<file path="src/rtl/mem_issue_arbiter_pkg.sv">
// Shared types and widths for the memory-issue arbiter.
package mem_issue_arbiter_pkg;

  localparam int WARP_ID_W = 3;
  localparam int BACKOFF_W = 5;
  localparam int OUTST_W   = 4;

  typedef enum logic [1:0] {
    ST_RUN   = 2'd0,
    ST_DRAIN = 2'd1,
    ST_DONE  = 2'd2
  } arb_state_e;

endpackage

</file>
<file path="src/rtl/mem_issue_arbiter_rr_picker8.sv">
// Combinational 8-way round-robin picker: first set request at or after ptr_i.
module rr_picker8
  import mem_issue_arbiter_pkg::*;
(
  input  logic [7:0]           req_i,
  input  logic [WARP_ID_W-1:0] ptr_i,
  output logic [7:0]           onehot_o,
  output logic [WARP_ID_W-1:0] enc_o,
  output logic                 valid_o
);

  // Scan from the farthest offset down so the nearest request to ptr_i wins.
  always_comb begin
    logic [WARP_ID_W-1:0] idx;
    onehot_o = '0;
    enc_o    = '0;
    valid_o  = 1'b0;
    idx      = '0;
    for (int i = 7; i >= 0; i--) begin
      idx = ptr_i + WARP_ID_W'(i);
      if (req_i[idx]) begin
        onehot_o      = '0;
        onehot_o[idx] = 1'b1;
        enc_o         = idx;
        valid_o       = 1'b1;
      end
    end
  end

endmodule

</file>
<file path="src/rtl/mem_issue_arbiter.sv">
// Memory-issue arbiter: round-robin grant of one warp per cycle into the MEM
// pipe, with an in-flight limit, per-warp replay back-off and a drain handshake.
// Optional performance counters are built when MEM_ARB_PERF_EN is defined.
// NUM_WARPS must not exceed 8 (the picker is 8 wide).
module mem_issue_arbiter
  import mem_issue_arbiter_pkg::*;
#(
  parameter int NUM_WARPS       = 8,
  parameter int MAX_OUTSTANDING = 8,
  parameter int BLOCK_CYCLES    = 16
) (
  input  logic                 clk,
  input  logic                 rst,
  input  logic [NUM_WARPS-1:0] req_valid_i,
  output logic [NUM_WARPS-1:0] grant_o,
  output logic                 grant_valid_o,
  output logic [WARP_ID_W-1:0] grant_warpID_o,
  input  logic                 neg_fb_valid_i,
  input  logic [WARP_ID_W-1:0] neg_fb_warpID_i,
  input  logic                 pos_fb_valid_i,
  input  logic [WARP_ID_W-1:0] pos_fb_warpID_i,
  input  logic                 drain_req_i,
  output logic                 drain_done_o,
  output logic [OUTST_W-1:0]   outstanding_o,
  output logic [NUM_WARPS-1:0] blocked_o
`ifdef MEM_ARB_PERF_EN
  ,
  output logic [31:0]          perf_grant_cnt_o,
  output logic [31:0]          perf_stall_cnt_o
`endif
);

  localparam logic [OUTST_W-1:0]   MAX_OUT_C = OUTST_W'(MAX_OUTSTANDING);
  localparam logic [BACKOFF_W-1:0] BLOCK_C   = BACKOFF_W'(BLOCK_CYCLES);

  arb_state_e             state_q, state_d;
  logic [NUM_WARPS-1:0]   grant_q, grant_d;
  logic                   gvalid_q, gvalid_d;
  logic [WARP_ID_W-1:0]   gid_q, gid_d;
  logic [WARP_ID_W-1:0]   ptr_q, ptr_d;
  logic [OUTST_W-1:0]     out_q, out_d;
  logic                   done_q, done_d;
  logic [BACKOFF_W-1:0]   backoff_q [NUM_WARPS];
  logic [BACKOFF_W-1:0]   backoff_d [NUM_WARPS];

  logic                   issue_ok;
  logic [NUM_WARPS-1:0]   elig;
  logic [7:0]             elig_pad;
  logic [7:0]             pick_onehot;
  logic [WARP_ID_W-1:0]   pick_enc;
  logic                   pick_valid;

  // A warp granted last cycle is masked so its still-high request is not re-granted.
  assign issue_ok = (state_q == ST_RUN) && (out_q < MAX_OUT_C);
  assign elig     = req_valid_i & ~blocked_o & ~grant_q & {NUM_WARPS{issue_ok}};

  // Widen the eligible vector to the fixed 8-bit picker.
  always_comb begin
    elig_pad                = '0;
    elig_pad[NUM_WARPS-1:0] = elig;
  end

  rr_picker8 u_picker (
    .req_i    (elig_pad),
    .ptr_i    (ptr_q),
    .onehot_o (pick_onehot),
    .enc_o    (pick_enc),
    .valid_o  (pick_valid)
  );

  // Per-warp back-off: negative feedback (re)loads, otherwise count down to zero.
  for (genvar gi = 0; gi < NUM_WARPS; gi++) begin : g_backoff
    assign blocked_o[gi] = |backoff_q[gi];

    // Reload wins over decrement, so repeated misses never accumulate.
    always_comb begin
      if (neg_fb_valid_i && (neg_fb_warpID_i == WARP_ID_W'(gi))) begin
        backoff_d[gi] = BLOCK_C;
      end else if (backoff_q[gi] != '0) begin
        backoff_d[gi] = backoff_q[gi] - 1'b1;
      end else begin
        backoff_d[gi] = '0;
      end
    end
  end

  // Grant registers and the round-robin pointer (pointer holds the next start warp).
  always_comb begin
    grant_d  = pick_onehot[NUM_WARPS-1:0];
    gvalid_d = pick_valid;
    gid_d    = pick_valid ? pick_enc : '0;
    ptr_d    = pick_valid ? pick_enc + 1'b1 : ptr_q;
  end

  // In-flight count: grant adds, each feedback subtracts, clamped to [0, MAX].
  always_comb begin
    int sum;
    sum = int'(out_q) + int'(pick_valid) - int'(pos_fb_valid_i) - int'(neg_fb_valid_i);
    if (sum < 0) begin
      out_d = '0;
    end else if (sum > MAX_OUTSTANDING) begin
      out_d = MAX_OUT_C;
    end else begin
      out_d = OUTST_W'(sum);
    end
  end

  // Drain FSM: a completion pulse fires once on entering DONE, which then stays
  // quiet until the drain request is withdrawn.
  always_comb begin
    state_d = state_q;
    done_d  = 1'b0;
    case (state_q)
      ST_RUN: begin
        if (drain_req_i) state_d = ST_DRAIN;
      end
      ST_DRAIN: begin
        if ((out_q == '0) && !gvalid_q) begin
          state_d = ST_DONE;
          done_d  = 1'b1;
        end
      end
      ST_DONE: begin
        if (!drain_req_i) state_d = ST_RUN;
      end
      default: state_d = ST_RUN;
    endcase
  end

  // State registers; reset discards in-flight count, back-offs and pointer.
  always_ff @(posedge clk or negedge rst) begin
    if (!rst) begin
      state_q  <= ST_RUN;
      grant_q  <= '0;
      gvalid_q <= 1'b0;
      gid_q    <= '0;
      ptr_q    <= '0;
      out_q    <= '0;
      done_q   <= 1'b0;
      for (int i = 0; i < NUM_WARPS; i++) backoff_q[i] <= '0;
    end else begin
      state_q  <= state_d;
      grant_q  <= grant_d;
      gvalid_q <= gvalid_d;
      gid_q    <= gid_d;
      ptr_q    <= ptr_d;
      out_q    <= out_d;
      done_q   <= done_d;
      for (int i = 0; i < NUM_WARPS; i++) backoff_q[i] <= backoff_d[i];
    end
  end

  assign grant_o        = grant_q;
  assign grant_valid_o  = gvalid_q;
  assign grant_warpID_o = gid_q;
  assign drain_done_o   = done_q;
  assign outstanding_o  = out_q;

`ifdef MEM_ARB_PERF_EN
  logic [31:0] perf_grant_q, perf_grant_d;
  logic [31:0] perf_stall_q, perf_stall_d;

  // Grant count and stall count (some request pending but nothing picked); both wrap.
  always_comb begin
    perf_grant_d = perf_grant_q + {31'd0, pick_valid};
    perf_stall_d = perf_stall_q + {31'd0, (|req_valid_i) && !pick_valid};
  end

  // Performance counter registers.
  always_ff @(posedge clk or negedge rst) begin
    if (!rst) begin
      perf_grant_q <= '0;
      perf_stall_q <= '0;
    end else begin
      perf_grant_q <= perf_grant_d;
      perf_stall_q <= perf_stall_d;
    end
  end

  assign perf_grant_cnt_o = perf_grant_q;
  assign perf_stall_cnt_o = perf_stall_q;
`endif

endmodule

</file>
<file path="config.mk">
export PLATFORM = sky130hd
export DESIGN_NAME = mem_issue_arbiter
export DESIGN_NICKNAME = d
export VERILOG_FILES = /design/src/rtl/mem_issue_arbiter_pkg.sv /design/src/rtl/mem_issue_arbiter_rr_picker8.sv /design/src/rtl/mem_issue_arbiter.sv
export SDC_FILE = /design/constraint.sdc
export NUM_CORES = 1
export LEC_CHECK = 0
export BUFFER_PORTS_ARGS = -buffer_cell sky130_fd_sc_hd__buf_2
export CORE_MARGIN = 2
export CORE_UTILIZATION = 25
export DETAILED_ROUTE_END_ITERATION = 6
export HOLD_SLACK_MARGIN = 0.08
export PLACE_DENSITY = 0.43
export SETUP_SLACK_MARGIN = 0.4
export SLEW_MARGIN = 20
export SYNTH_ARGS = -nofsm -noshare
export SYNTH_HDL_FRONTEND = slang
export SYNTH_SLANG_ARGS = --single-unit
</file>
<file path="constraint.sdc">
create_clock -name clk -period 5.3 [get_ports clk]
set_input_delay 0.265 -clock clk [delete_from_list [all_inputs] [get_ports clk]]
set_output_delay 0.265 -clock clk [all_outputs]
set_load 0.05 [all_outputs]
</file>
Word-level counts from Yosys, hierarchy flattened:

Cells that the tools add are included.

* register bits: 62
* output and inout port bits: 25

* add/subtract/negate cells: 19
* magnitude comparators: 19
* eq/ne operators: 12
* mux-type cells: 81
* bitwise logic cells: 5
* reduce and logical (&&, ||, !) cells: 39

Operator list (count)
* $mux 5: 16
* $mux 8: 8
* $reduce_bool 5->1: 8
* $reduce_or 5->1: 8
* $sub 5x1->5 const B: 8
* $lt 3x4->1 const B: 8
* $mux 3: 9
* $mux 1: 26
* $and 8x8->8: 3
* $bmux 1 s3: 8
* $demux 1 s3: 8
* $ge 3x1->1 const B: 8
* $logic_and 1x1->1: 18
* $not 8->8: 2
* $add 3x3->3 const B: 4
* $eq 3x3->1 const B: 4
* $mux 4: 2
* $gt 7x5->1 const B: 1
* $lt 7x1->1 const B: 1
* $sub 6x2->7: 1
* $add 3x1->3 const B: 2
* $add 3x2->3 const B: 2
* $eq 3x2->1 const B: 2
* $mux 2: 3
* other kinds (13): 15

Longest topological paths before layout:

Gate-level depths: netlist of the first run.

* depth in word-level cells: 21
* mapped depth: 24
* mapped depth without buffers: 23

Hierarchy:

From an unflattened synthesis of the first run, not the netlist that was laid out.

* cell total of the unflattened synthesis: 504
* area total of the unflattened synthesis: 4409.2 um^2

Modules (own cells, without submodules)
* mem_issue_arbiter: times used 1, cells an instance 278, area each 2861.5 um^2
* rr_picker8: times used 1, cells an instance 226, area each 1547.7 um^2

Worst setup path after synthesis of the first run:

OpenSTA, ideal clock, no wires.

* path kind: register -> register
* from: register backoff_q[25] (netlist bit)
* to: register out_q[2] (netlist: outstanding_o[2])
* arrival: 4.314 ns
* data required time: 5.177 ns
* setup slack: 0.863 ns
* stages on the path, launching flop included: 22
* path buffers: 2
* period minus slack after synthesis: 4.437 ns
* cell sequence: dfrtp_1 > inv_1 > ha_1 > or4b_1 > clkbuf_1 > nor4b_1 > o21ai_0 > and2_1 > clkbuf_1 > nand4_1 > inv_1 > ha_1 > inv_1 > ha_1 > inv_1 > fa_1 > ha_1 > xor2_1 > a311oi_1 > o32ai_1 > nand2_1 > nor2_1

* cells in the longest elaborated chain, start to end: 21
* elaborated cells between the ends (all ways): 36

RTL lines
* start, declared: line mem_issue_arbiter.sv:43 `logic [BACKOFF_W-1:0] backoff_q [NUM_WARPS];`
* $reduce_or 5->1 (*): line mem_issue_arbiter.sv:73 `assign blocked_o[gi] = |backoff_q[gi];`
* via blocked_o[2]: line mem_issue_arbiter.sv:25 `output logic [NUM_WARPS-1:0] blocked_o`
* $not 8->8 (*): line mem_issue_arbiter.sv:55 `assign elig = req_valid_i & ~blocked_o & ~grant_q & {NUM_WARPS{issue_ok}};`
* $and 8x8->8 (*) (3 in series): line mem_issue_arbiter.sv:55
* $bmux 1 s3: line mem_issue_arbiter_rr_picker8.sv:21 `if (req_i[idx]) begin`
* $mux 1 (not written as such): line mem_issue_arbiter_rr_picker8.sv:21
* $mux 1 (7 in series): line mem_issue_arbiter_rr_picker8.sv:21
* $mux 1 (*): line mem_issue_arbiter_rr_picker8.sv:21
* via gvalid_d: line mem_issue_arbiter.sv:38 `logic gvalid_q, gvalid_d;`
* $add 4x1->5 (*): line mem_issue_arbiter.sv:98 `sum = int'(out_q) + int'(pick_valid) - int'(pos_fb_valid_i) - int'(neg_fb_valid_i);`
* $sub 5x1->6 (*): line mem_issue_arbiter.sv:98
* $sub 6x2->7 (*): line mem_issue_arbiter.sv:98
* $gt 7x5->1: line mem_issue_arbiter.sv:101 `end else if (sum > MAX_OUTSTANDING) begin`
* $mux 4: line mem_issue_arbiter.sv:101
* $mux 4 (*): line mem_issue_arbiter.sv:99 `if (sum < 0) begin`
* via out_d[2]: line mem_issue_arbiter.sv:41 `logic [OUTST_W-1:0] out_q, out_d;`
* end signal, assigned: line mem_issue_arbiter.sv:147 `out_q <= out_d;`
* end, declared: line mem_issue_arbiter.sv:41

The timed path passes the listed nets; every way through them passes the cells marked *. The select of a mux whose other input is x is not followed.
A chain may end at the register's enable or synchronous reset.

Worst setup path in the final report of the first run:

* from: register backoff_q[25] (netlist bit)
* to: register out_q[1] (netlist: outstanding_o[1])

* cells in the longest elaborated chain, start to end: 21
* elaborated cells between the ends (all ways): 36

RTL lines (line)
* $reduce_or 5->1 (*): mem_issue_arbiter.sv:73
* $not 8->8 (*): mem_issue_arbiter.sv:55
* $and 8x8->8 (*) (3 in series): mem_issue_arbiter.sv:55
* $bmux 1 s3: mem_issue_arbiter_rr_picker8.sv:21
* $mux 1 (not written as such): mem_issue_arbiter_rr_picker8.sv:21
* $mux 1 (7 in series): mem_issue_arbiter_rr_picker8.sv:21
* $mux 1 (*): mem_issue_arbiter_rr_picker8.sv:21
* via gvalid_d: mem_issue_arbiter.sv:38
* $add 4x1->5 (*): mem_issue_arbiter.sv:98
* $sub 5x1->6 (*): mem_issue_arbiter.sv:98
* $sub 6x2->7 (*): mem_issue_arbiter.sv:98
* $gt 7x5->1: mem_issue_arbiter.sv:101
* $mux 4: mem_issue_arbiter.sv:101
* $mux 4 (*): mem_issue_arbiter.sv:99
* via out_d[1]: mem_issue_arbiter.sv:41

Marked as above.

==> impl_metrics.env, run 1 <==
export IMPL_cts_sinks=62
export IMPL_synthCells=580
export IMPL_wire_per_inst_um=16.57
export IMPL_vias=4481
export IMPL_drive_above_1_share_pct=17.07
export IMPL_gp_congestion=0.9245
export IMPL_cts_tree="yes"
export IMPL_grt_usage_pct=14.75
export IMPL_ys_flop_type="dfrtp_1"
export IMPL_r2r_end="outstanding_o[1]"
export IMPL_finalCriticalPeriod_ps=4547
export IMPL_core_um2=18890
export IMPL_tightest_slew_ps=815.9
export IMPL_endpoint_kind="flop"
export IMPL_crit_chain="inv_1 -> ha_1 -> or4b_1 -> nor4b_2 -> o21ai_1 -> and2_1 -> nor2b_1 -> nand4_1 -> inv_1 -> ha_1 -> inv_1 -> ha_1 -> inv_1 -> fa_1 -> ha_1 -> xor2_1 -> a311oi_1 -> o32ai_1 -> nand2_1 -> nor2_1"
export IMPL_yosysSeqAreaShare_pct=31.99
export IMPL_die_y_um=143.3
export IMPL_ys_types=73
export IMPL_final_setup_skew_ps=5.107
export IMPL_numCtsBuffers=9
export IMPL_postCtsHoldBufs=0
export IMPL_whs_ps=107.5
export IMPL_path_class="reg -> reg"
export IMPL_root_buffer="clkbuf_16"
export IMPL_p_leak_nw=2.430
export IMPL_drv_slew=0
export IMPL_ir_worst_vdd_uv=262.8
export IMPL_htreeDepth=3
export IMPL_die_area_um2=20530
export IMPL_tns_ps=0
export IMPL_worstRegToRegCells=20
export IMPL_grt_max_degree=63
export IMPL_dp_hpwl_um=11090
export IMPL_grt_antenna_before_repair=0
export IMPL_hold_viol=0
export IMPL_async_flop_share_pct=100.0
export IMPL_portBuffers=40
export IMPL_synth_edf_count=0
export IMPL_maxCapViolations=0
export IMPL_crit_path_start="backoff_q[25]"
export IMPL_clk_pin_slew_ps=50
export IMPL_syn_mean_instance_area_um2=8.361
export IMPL_synth_seq_cells=62
export IMPL_setup_violations=0
export IMPL_via_per_inst=5.052
export IMPL_routed_wl_um=14700
export IMPL_cp_start_kind="flop"
export IMPL_max_freq_mhz=219.9
export IMPL_slowest_delay_ps=570
export IMPL_top_level_ports=44
export IMPL_start_util_pct=25.67
export IMPL_antenna_cells=0
export IMPL_period_share_pct=85.78
export IMPL_r2r_slack_ps=750
export IMPL_synth_yosys_warnings=0
export IMPL_crit_fanout=6
export IMPL_drtIter0Drc=310
export IMPL_drt_pass1_iter_count=5
export IMPL_ant_nets=0
export IMPL_grt_overflow_total=0
export IMPL_std_cell_rows=50
export IMPL_grt_first_pass_wirelength_um=23360
export IMPL_clock_latency_ps=340
export IMPL_rsz0062_at_grt="no"
export IMPL_final_cell_mix="nor2_1 (78), nand2_1 (63), dfrtp_1 (61)"
export IMPL_grt_pass1_vias=4456
export IMPL_cpMaxStageDelayCell="or4b_1"
export IMPL_final_common_cell="nor2_1"
export IMPL_syn2layout_area_growth_pct=18.58
export IMPL_worstPathArrival_ps=4820
export IMPL_num_fill_cells=2036
export IMPL_p_total_mw=3.985
export IMPL_drcViolationCount=0
export IMPL_cts_max_path_buffers=2
export IMPL_post_cts_buffers=0
export IMPL_critical_path_required_ps=5570
export IMPL_syn_area_um2=4850
export IMPL_syn_num_nets=632
export IMPL_die_x_um=143.3
export IMPL_critPathTopFamily="simple AND/OR/NAND/NOR gates"
export IMPL_nets=677
export IMPL_max_slew_margin_pct=45.61
export IMPL_status="finished, final reports clean"
export IMPL_powerDensity_nw_per_um2=692.9
export IMPL_worst_r2r_startpoint="backoff_q[25]"
export IMPL_path_buf_inv=4
export IMPL_hp_class="in -> async"
## registers in the layout (all words and copies together) (netlist names)
name and cells:
backoff_q 40, grant_o 8, outstanding_o 4, grant_warpID_o 3, ptr_q 3, state_q 2, drain_done_o 1, grant_valid_o 1
## metal layers
layer,up-vias,routed length [um],global-route usage (%)
li1,2143,-,-
met4,0,418,6.450
met1,2155,6403,18.32
met2,152,6822,24.00
met3,31,1050,3.991
met5,-,0,0
## worst register-to-register path, stage by stage, from the launching register on
cell and delay (ps):
dfrtp_1 380, inv_1 80, ha_1 140, or4b_1 570, nor4b_2 340, o21ai_1 180, and2_1 200, nor2b_1 140
nand4_1 210, inv_1 100, ha_1 270, inv_1 60, ha_1 150, inv_1 50, fa_1 530, ha_1 240
xor2_1 210, a311oi_1 120, o32ai_1 280, nand2_1 130, nor2_1 100
## Yosys cell counts, drive strengths merged (5+ instances only)
library cell | n | area share (%)
o22ai | 9 | 1.2
mux2 | 6 | 1.5
mux4 | 5 | 2.3
dfrtp | 62 | 32
nor3 | 20 | 2.1
ha | 32 | 8.3
or3 | 6 | 0.77
a31oi | 12 | 1.9
nand3 | 22 | 2.3
buf | 6 | 0.62
nor4 | 8 | 1.0
a21oi | 23 | 2.4
nor2 | 80 | 6.4
clkbuf | 20 | 1.5
o21ai | 25 | 2.6
nand2 | 63 | 4.9
inv | 35 | 2.7
mux2i | 12 | 2.5
xnor2 | 23 | 4.2
nand3b | 5 | 0.77
xor2 | 8 | 1.4
nor4b | 8 | 1.6
nor2b | 10 | 1.3
nor3b | 7 | 1.1
## cell families after synthesis
group,after synthesis,synth area share (%)
AO/OA/AOI/OAI,115,16.23
flip-flops,62,31.99
AND/OR/NAND/NOR,253,26.21
adder cells (fa/ha/maj),33,8.669
XOR/XNOR,31,5.599
multiplexers,23,6.269
buffers and inverters,63,5.031
## metrics by stage
stage / std cells / worst slack, ps / util, % / cell area (um2)
after floorplan: 580 / 863.3 / - / 4850
after global placement: 874 / 682.0 / 28.72 / 5426
after detailed placement: 874 / 597.2 / 28.72 / 5426
after CTS: 887 / 578.8 / 30.19 / 5704
after global routing: 887 / 404.2 / 30.44 / 5751
final: 887 / 753.4 / 30.44 / 5751
## power breakdown
part / internal (mW) / switching [mW]
registers: 0.716 / 0.240
clock network: 0.368 / 0.209
logic: 0.921 / 1.53
## layout make-up
class                      instances  area (um2)  share of cell area, %
clock buffer                      11       242.7                  4.221
multi-input combinational        455        3105                  54.00
clock inverter                     2       35.03                 0.6092
inverter                          37       138.9                  2.415
sequential                        62        1553                  27.00
timing repair buffer              60       350.3                  6.092
tap                              260       325.3                  5.657
## worst max-delay path by stage
| stage | to | slack (ps) | cells after the start |
|---|---|---|---|
| after floorplan | outstanding_o[2] | 860 | 21 |
| after global placement | outstanding_o[2] | 680 | 20 |
| after detailed placement | outstanding_o[2] | 600 | 20 |
| after CTS | outstanding_o[1] | 580 | 20 |
| after global routing | outstanding_o[2] | 400 | 20 |
| final | outstanding_o[1] | 750 | 20 |
## what timing repair did
| item | in CTS | in global routing |
|---|---|---|
| resized for setup | 0 | 7 |
| endpoints found under the setup margin | 0 | 4 |
| endpoints found under the hold margin | 0 | 0 |
(Power assumes the default switching activity.)
==> run 2: changes to the inputs <==
- ABC_AREA: not set -> 1
- CTS_BUF_LIST: not set -> sky130_fd_sc_hd__clkbuf_16
==> impl_metrics.env, run 2 <==
export IMPL_status="finished, final reports clean"
export IMPL_nets=796
export IMPL_timing_final_ws_setup_ps=916.9
export IMPL_hp_class="in -> async"
export IMPL_drt_pass1_iter_count=7
export IMPL_grt_antenna_before_repair=0
export IMPL_post_cts_buffers=0
export IMPL_use_met2_pct=23.33
export IMPL_ant_nets=0
export IMPL_place_area_um2=5260
export IMPL_die_y_um=142.6
export IMPL_tns_ps=0
export IMPL_ys_top_cells_by_area="dfrtp_1 (32%), nand2_1 (15%), ha_1 (8.3%)"
export IMPL_grt_usage_pct=13.99
export IMPL_finalCriticalPeriod_ps=4383
export IMPL_hold_viol=0
export IMPL_yosysMostFrequentCell="nand2_1"
export IMPL_syn2layout_area_growth_pct=16.13
export IMPL_synth_edf_count=0
export IMPL_setup_violations=0
export IMPL_path_class="reg -> reg"
export IMPL_cts_tree="yes"
export IMPL_crit_fanout=17
export IMPL_via_per_inst=4.545
export IMPL_worstPathArrival_ps=4650
export IMPL_gp_congestion=0.8816
export IMPL_use_met1_pct=18.11
export IMPL_htreeDepth=3
export IMPL_top_level_ports=44
export IMPL_clock_latency_ps=330
export IMPL_ys_flop_type="dfrtp_1"
export IMPL_largest_register="backoff_q"
export IMPL_synthCells=700
export IMPL_clk_pin_slew_ps=60
export IMPL_whs_ps=106.3
export IMPL_grt_first_pass_wirelength_um=22330
export IMPL_cts_sinks=62
export IMPL_die_x_um=142.6
export IMPL_period_share_pct=82.70
export IMPL_yosysSeqAreaShare_pct=32.32
export IMPL_portBuffers=40
export IMPL_syn_area_um2=4801
export IMPL_drtIter0Drc=300
export IMPL_synth_top_area_share_pct=32.32
export IMPL_maxCapViolations=0
export IMPL_endpoint_kind="flop"
export IMPL_pre_cts_slack_ps=816.2
export IMPL_grt_max_degree=63
export IMPL_stdcell_area_um2=5575
export IMPL_rsz0062_at_grt="no"
export IMPL_std_cell_rows=50
export IMPL_numCtsBuffers=9
export IMPL_async_flop_share_pct=100.0
export IMPL_synth_top_area_cell="dfrtp_1"
export IMPL_cp_start_kind="flop"
export IMPL_max_freq_mhz=228.1
export IMPL_core_um2=18770
export IMPL_root_buffer="clkbuf_16"
export IMPL_max_slew_margin_pct=45.50
export IMPL_syn_num_nets=752
export IMPL_final_setup_skew_ps=7.090
export IMPL_busiest_layer="met2"
export IMPL_start_util_pct=25.58
export IMPL_final_cell_mix="nand2_1 (196), inv_1 (97), dfrtp_1 (61)"
export IMPL_wire_per_inst_um=13.68
export IMPL_grt_pass1_vias=4354
export IMPL_drive_above_1_share_pct=14.97
export IMPL_yosys_top_cells_count="nand2_1 (196), inv_1 (96), dfrtp_1 (62), nor2_1 (60), nand3_1 (55)"
export IMPL_cts_max_path_buffers=2
export IMPL_ys_types=40
export IMPL_critical_path_required_ps=5570
export IMPL_routed_wl_um=13430
export IMPL_vias=4463
export IMPL_synth_seq_cells=62
export IMPL_antenna_cells=0
export IMPL_grtUsageMet3_pct=2.826
export IMPL_drv_slew=0
export IMPL_drcViolationCount=0
export IMPL_dp_hpwl_um=10250
export IMPL_postCtsHoldBufs=0
export IMPL_synth_yosys_warnings=0
export IMPL_grt_overflow_total=0
export IMPL_syn_mean_instance_area_um2=6.858
export IMPL_largest_reg_flops=40
export IMPL_final_common_cell="nand2_1"
export IMPL_tightest_slew_ps=817.5
export IMPL_die_area_um2=20330
==> run 2: changes by cell type after synthesis, sizes merged, moves of 10 or more <==
cell    delta
a21oi     +21
clkbuf    -20
inv       +70
mux2i     -12
nand2    +148
nand3     +39
nor2b     -10
xnor2     -14
==> run 2: kinds of logic after synthesis <==
group | after synthesis | synth area share [%]
simple gates | 387 | 36.46
buf+inv | 119 | 10.01
flops | 62 | 32.32
xor+xnor | 17 | 3.102
fa+ha+maj | 33 | 8.757
compound gates | 82 | 9.356
==> run 2: area by class of cell <==
| class | count | area, um2 |
|---|---|---|
| fill | 2080 | 13190 |
| multi-input combinational | 519 | 2769 |
| sequential | 62 | 1553 |
| inverter | 105 | 394.1 |
| tap | 234 | 292.8 |
| timing repair buffer | 47 | 252.7 |
| clock buffer | 9 | 225.2 |
| clock inverter | 6 | 88.84 |
==> run 2: worst max-delay path, cell delays in order, from the launching register on <==
cell,delay (ps)
dfrtp_2,470
inv_1,80
ha_1,300
inv_1,140
buf_4,210
nand3_1,120
nand3_2,110
nand2_2,230
nor3_2,240
nand3_1,160
nor2_4,180
ha_1,250
inv_1,50
ha_1,120
inv_1,50
fa_1,400
xnor2_1,180
nand3b_1,210
xnor2_1,220
a31oi_1,50
or3b_1,400
nor2_1,110
==> run 2: final timing paths <==
| path | from | endpoint | slack (ps) | cells after the start |
|---|---|---|---|---|
| max | ptr_q[1] | outstanding_o[2] | 920 | 21 |
| min | rst | backoff_q[12] | 110 | 2 |
| max reg2reg | ptr_q[1] | outstanding_o[2] | 920 | 21 |
| min reg2reg | backoff_q[35] | backoff_q[35] | 420 | 1 |
| max in group asynchronous | rst | ptr_q[1] | 4610 | 2 |
| min in group clk | drain_req_i | state_q[0] | 170 | 3 |
==> run 2: routing by layer <==
metal  routed length [um]  up-vias
met5                    0        -
met4                  225        0
met3                  597       17
met2                 6397       96
met1                 6210     2038
li1                     -     2312
==> run 2: repair_timing <==
| item | in CTS | in global routing |
|---|---|---|
| hold endpoints to repair | 0 | 0 |
| resized for setup | 0 | 1 |
| endpoints found under the setup margin | 0 | 3 |
==> run 2: metrics by stage <==
stage,instances,util [%]
after floorplan,700,-
after global placement,967,28.03
after detailed placement,967,28.03
after CTS,982,29.70
after global routing,982,29.71
final,982,29.71
Power of run 2 is left out: the tool's default activity adds up to more than one toggle a clock period on the data nets, which glitch-free logic cannot reach.
==> run 3: changes to the inputs <==
- ABC_AREA: 1 -> 0
- PLACE_DENSITY: 0.43 -> 0.45
- clock period: 5.3 -> 4 ns (I/O delays scaled with it)
==> impl_metrics.env, run 3 (synthesis gave the netlist of run 1 again) <==
export IMPL_dp_hpwl_um=11850
export IMPL_max_slew_margin_pct=42.67
export IMPL_vias=5093
export IMPL_start_util_pct=25.67
export IMPL_p_int_mw=3.371
export IMPL_rsz0062_at_grt="yes"
export IMPL_critical_path_required_ps=4210
export IMPL_antenna_cells=0
export IMPL_grt_antenna_before_repair=0
export IMPL_tns_ps=-1301
export IMPL_drv_slew=0
export IMPL_finalCriticalPeriod_ps=4244
export IMPL_numCtsBuffers=9
export IMPL_slowest_delay_ps=490
export IMPL_setup_violations=7
export IMPL_endpoint_kind="flop"
export IMPL_syn2layout_area_growth_pct=46.05
export IMPL_violations="negative setup slack"
export IMPL_pre_cts_slack_ps=-267.7
export IMPL_drt_pass1_iter_count=4
export IMPL_hold_viol=0
export IMPL_die_x_um=143.3
export IMPL_p_leak_nw=3.121
export IMPL_std_cell_rows=50
export IMPL_drive_above_1_share_pct=37.02
export IMPL_drtIter0Drc=347
export IMPL_grt_first_pass_wirelength_um=26720
export IMPL_die_y_um=143.3
export IMPL_die_area_um2=20530
export IMPL_grt_overflow_total=0
export IMPL_whs_ps=131.9
export IMPL_power_frac_clock_pct=11.8
export IMPL_largest_register="backoff_q"
export IMPL_grt_pass1_vias=5191
export IMPL_critPathTopFamily="buffers and inverters"
export IMPL_path_class="reg -> reg"
export IMPL_grt_usage_pct=16.67
export IMPL_drcViolationCount=0
export IMPL_p_sw_share_pct=46.97
export IMPL_cts_tree="yes"
export IMPL_netSwitchingPower_mw=2.986
export IMPL_cpMostUsedCell="buf_4"
export IMPL_grt_max_degree=39
export IMPL_cpMaxStageDelayCell="or4b_4"
export IMPL_largest_reg_flops=40
export IMPL_cp_start_kind="flop"
export IMPL_root_buffer="clkbuf_16"
export IMPL_combPwrFrac_pct=68.8
export IMPL_period_share_pct=106.1
export IMPL_seqPwrFrac_pct=19.4
export IMPL_final_cell_mix="buf_4 (129), nor2_1 (75), dfrtp_1 (61)"
export IMPL_tightest_slew_ps=859.9
export IMPL_nets=807
export IMPL_via_per_inst=4.998
export IMPL_htreeDepth=3
export IMPL_status="complete, but fails checks"
export IMPL_top_level_ports=44
export IMPL_core_um2=18890
export IMPL_portBuffers=40
export IMPL_maxCapViolations=0
export IMPL_gp_congestion=0.9756
export IMPL_cts_sinks=62
export IMPL_final_core_util_pct=37.49
export IMPL_hp_class="in -> reg"
export IMPL_powerDensity_nw_per_um2=897.5
export IMPL_cts_max_path_buffers=2
export IMPL_worstPathArrival_ps=4450
export IMPL_max_freq_mhz=235.6
export IMPL_crit_fanout=4
export IMPL_ant_nets=0
export IMPL_final_setup_skew_ps=7.213
export IMPL_clk_pin_slew_ps=60
export IMPL_path_buf_inv=17
export IMPL_routed_wl_um=16820
export IMPL_ir_worst_vdd_uv=396.6
export IMPL_timing_final_ws_setup_ps=-243.8
export IMPL_final_common_cell="buf_4"
export IMPL_clock_latency_ps=340
export IMPL_p_total_mw=6.357
export IMPL_wire_per_inst_um=16.50
## run 3: worst paths after layout
check | start | end | slack [ps] | depth (start not counted)
max in group asynchronous | rst | ptr_q[0] | 2580 | 3
worst min register to register | backoff_q[15] | backoff_q[15] | 480 | 1
worst min-delay path | drain_req_i | state_q[1] | 130 | 3
worst max register to register | backoff_q[31] | ptr_q[2] | -240 | 26
min in group asynchronous | rst | backoff_q[38] | 520 | 2
worst max-delay path | backoff_q[31] | ptr_q[2] | -240 | 26
## run 3: area by class of cell
type,instances,area [um2]
fillers,1918,11810
well taps,260,325.3
repair buffers,190,1413
multi-input cells,455,3373
inverters,37,138.9
clock inverters,6,55.05
clock buffers,9,225.2
flip-flops and latches,62,1553
## run 3: worst reg2reg max path: stages, from the launching register on
cell and delay [ps]:
dfrtp_1 390, inv_2 90, ha_4 130, or4b_4 490, or3b_4 430, nor2_4 110, a21oi_2 40, a31o_2 280
nand4_1 140, inv_2 80, buf_4 130, buf_4 120, buf_4 120, buf_4 120, buf_4 120, buf_4 120
buf_4 120, buf_4 120, buf_4 120, buf_4 120, buf_4 120, buf_4 120, buf_4 120, buf_4 120
buf_4 130, nor2_4 70, a221oi_2 60
## run 3: routing by layer
metal,vias up,wire [um],GRT usage (%),part of all wire [%]
met5,-,0,0,0
li1,2413,-,-,-
met3,33,842,3.018,5.0
met2,153,8147,27.95,48
met4,0,461,6.863,2.7
met1,2494,7367,21.13,44
## run 3: metrics by stage
stage                     cell area [um2]  instances
after floorplan                      4920        580
after global placement               5867        924
after detailed placement             5867        924
after CTS                            6793       1005
after global routing                 7083       1019
final                                7083       1019
## run 3: repair_timing
item / 4_1_cts / 5_1_grt
endpoints found under the setup margin: 7 / 17
endpoints found under the hold margin: 36 / 0
hold buffers: 1 / 0
resized for setup: 34 / 47
cloned: 0 / 0
buffers inserted: 65 / 14
pin swaps: 9 / 19
## run 3: power by group through the flow
stage	clock network [mW]	logic [mW]	registers, mW
floorplan	0	2.28	1.38
global placement	0	3.58	1.20
detailed placement	0	3.63	1.21
CTS	0.776	4.07	1.22
global route	0.797	4.75	1.28
finish	0.750	4.38	1.23
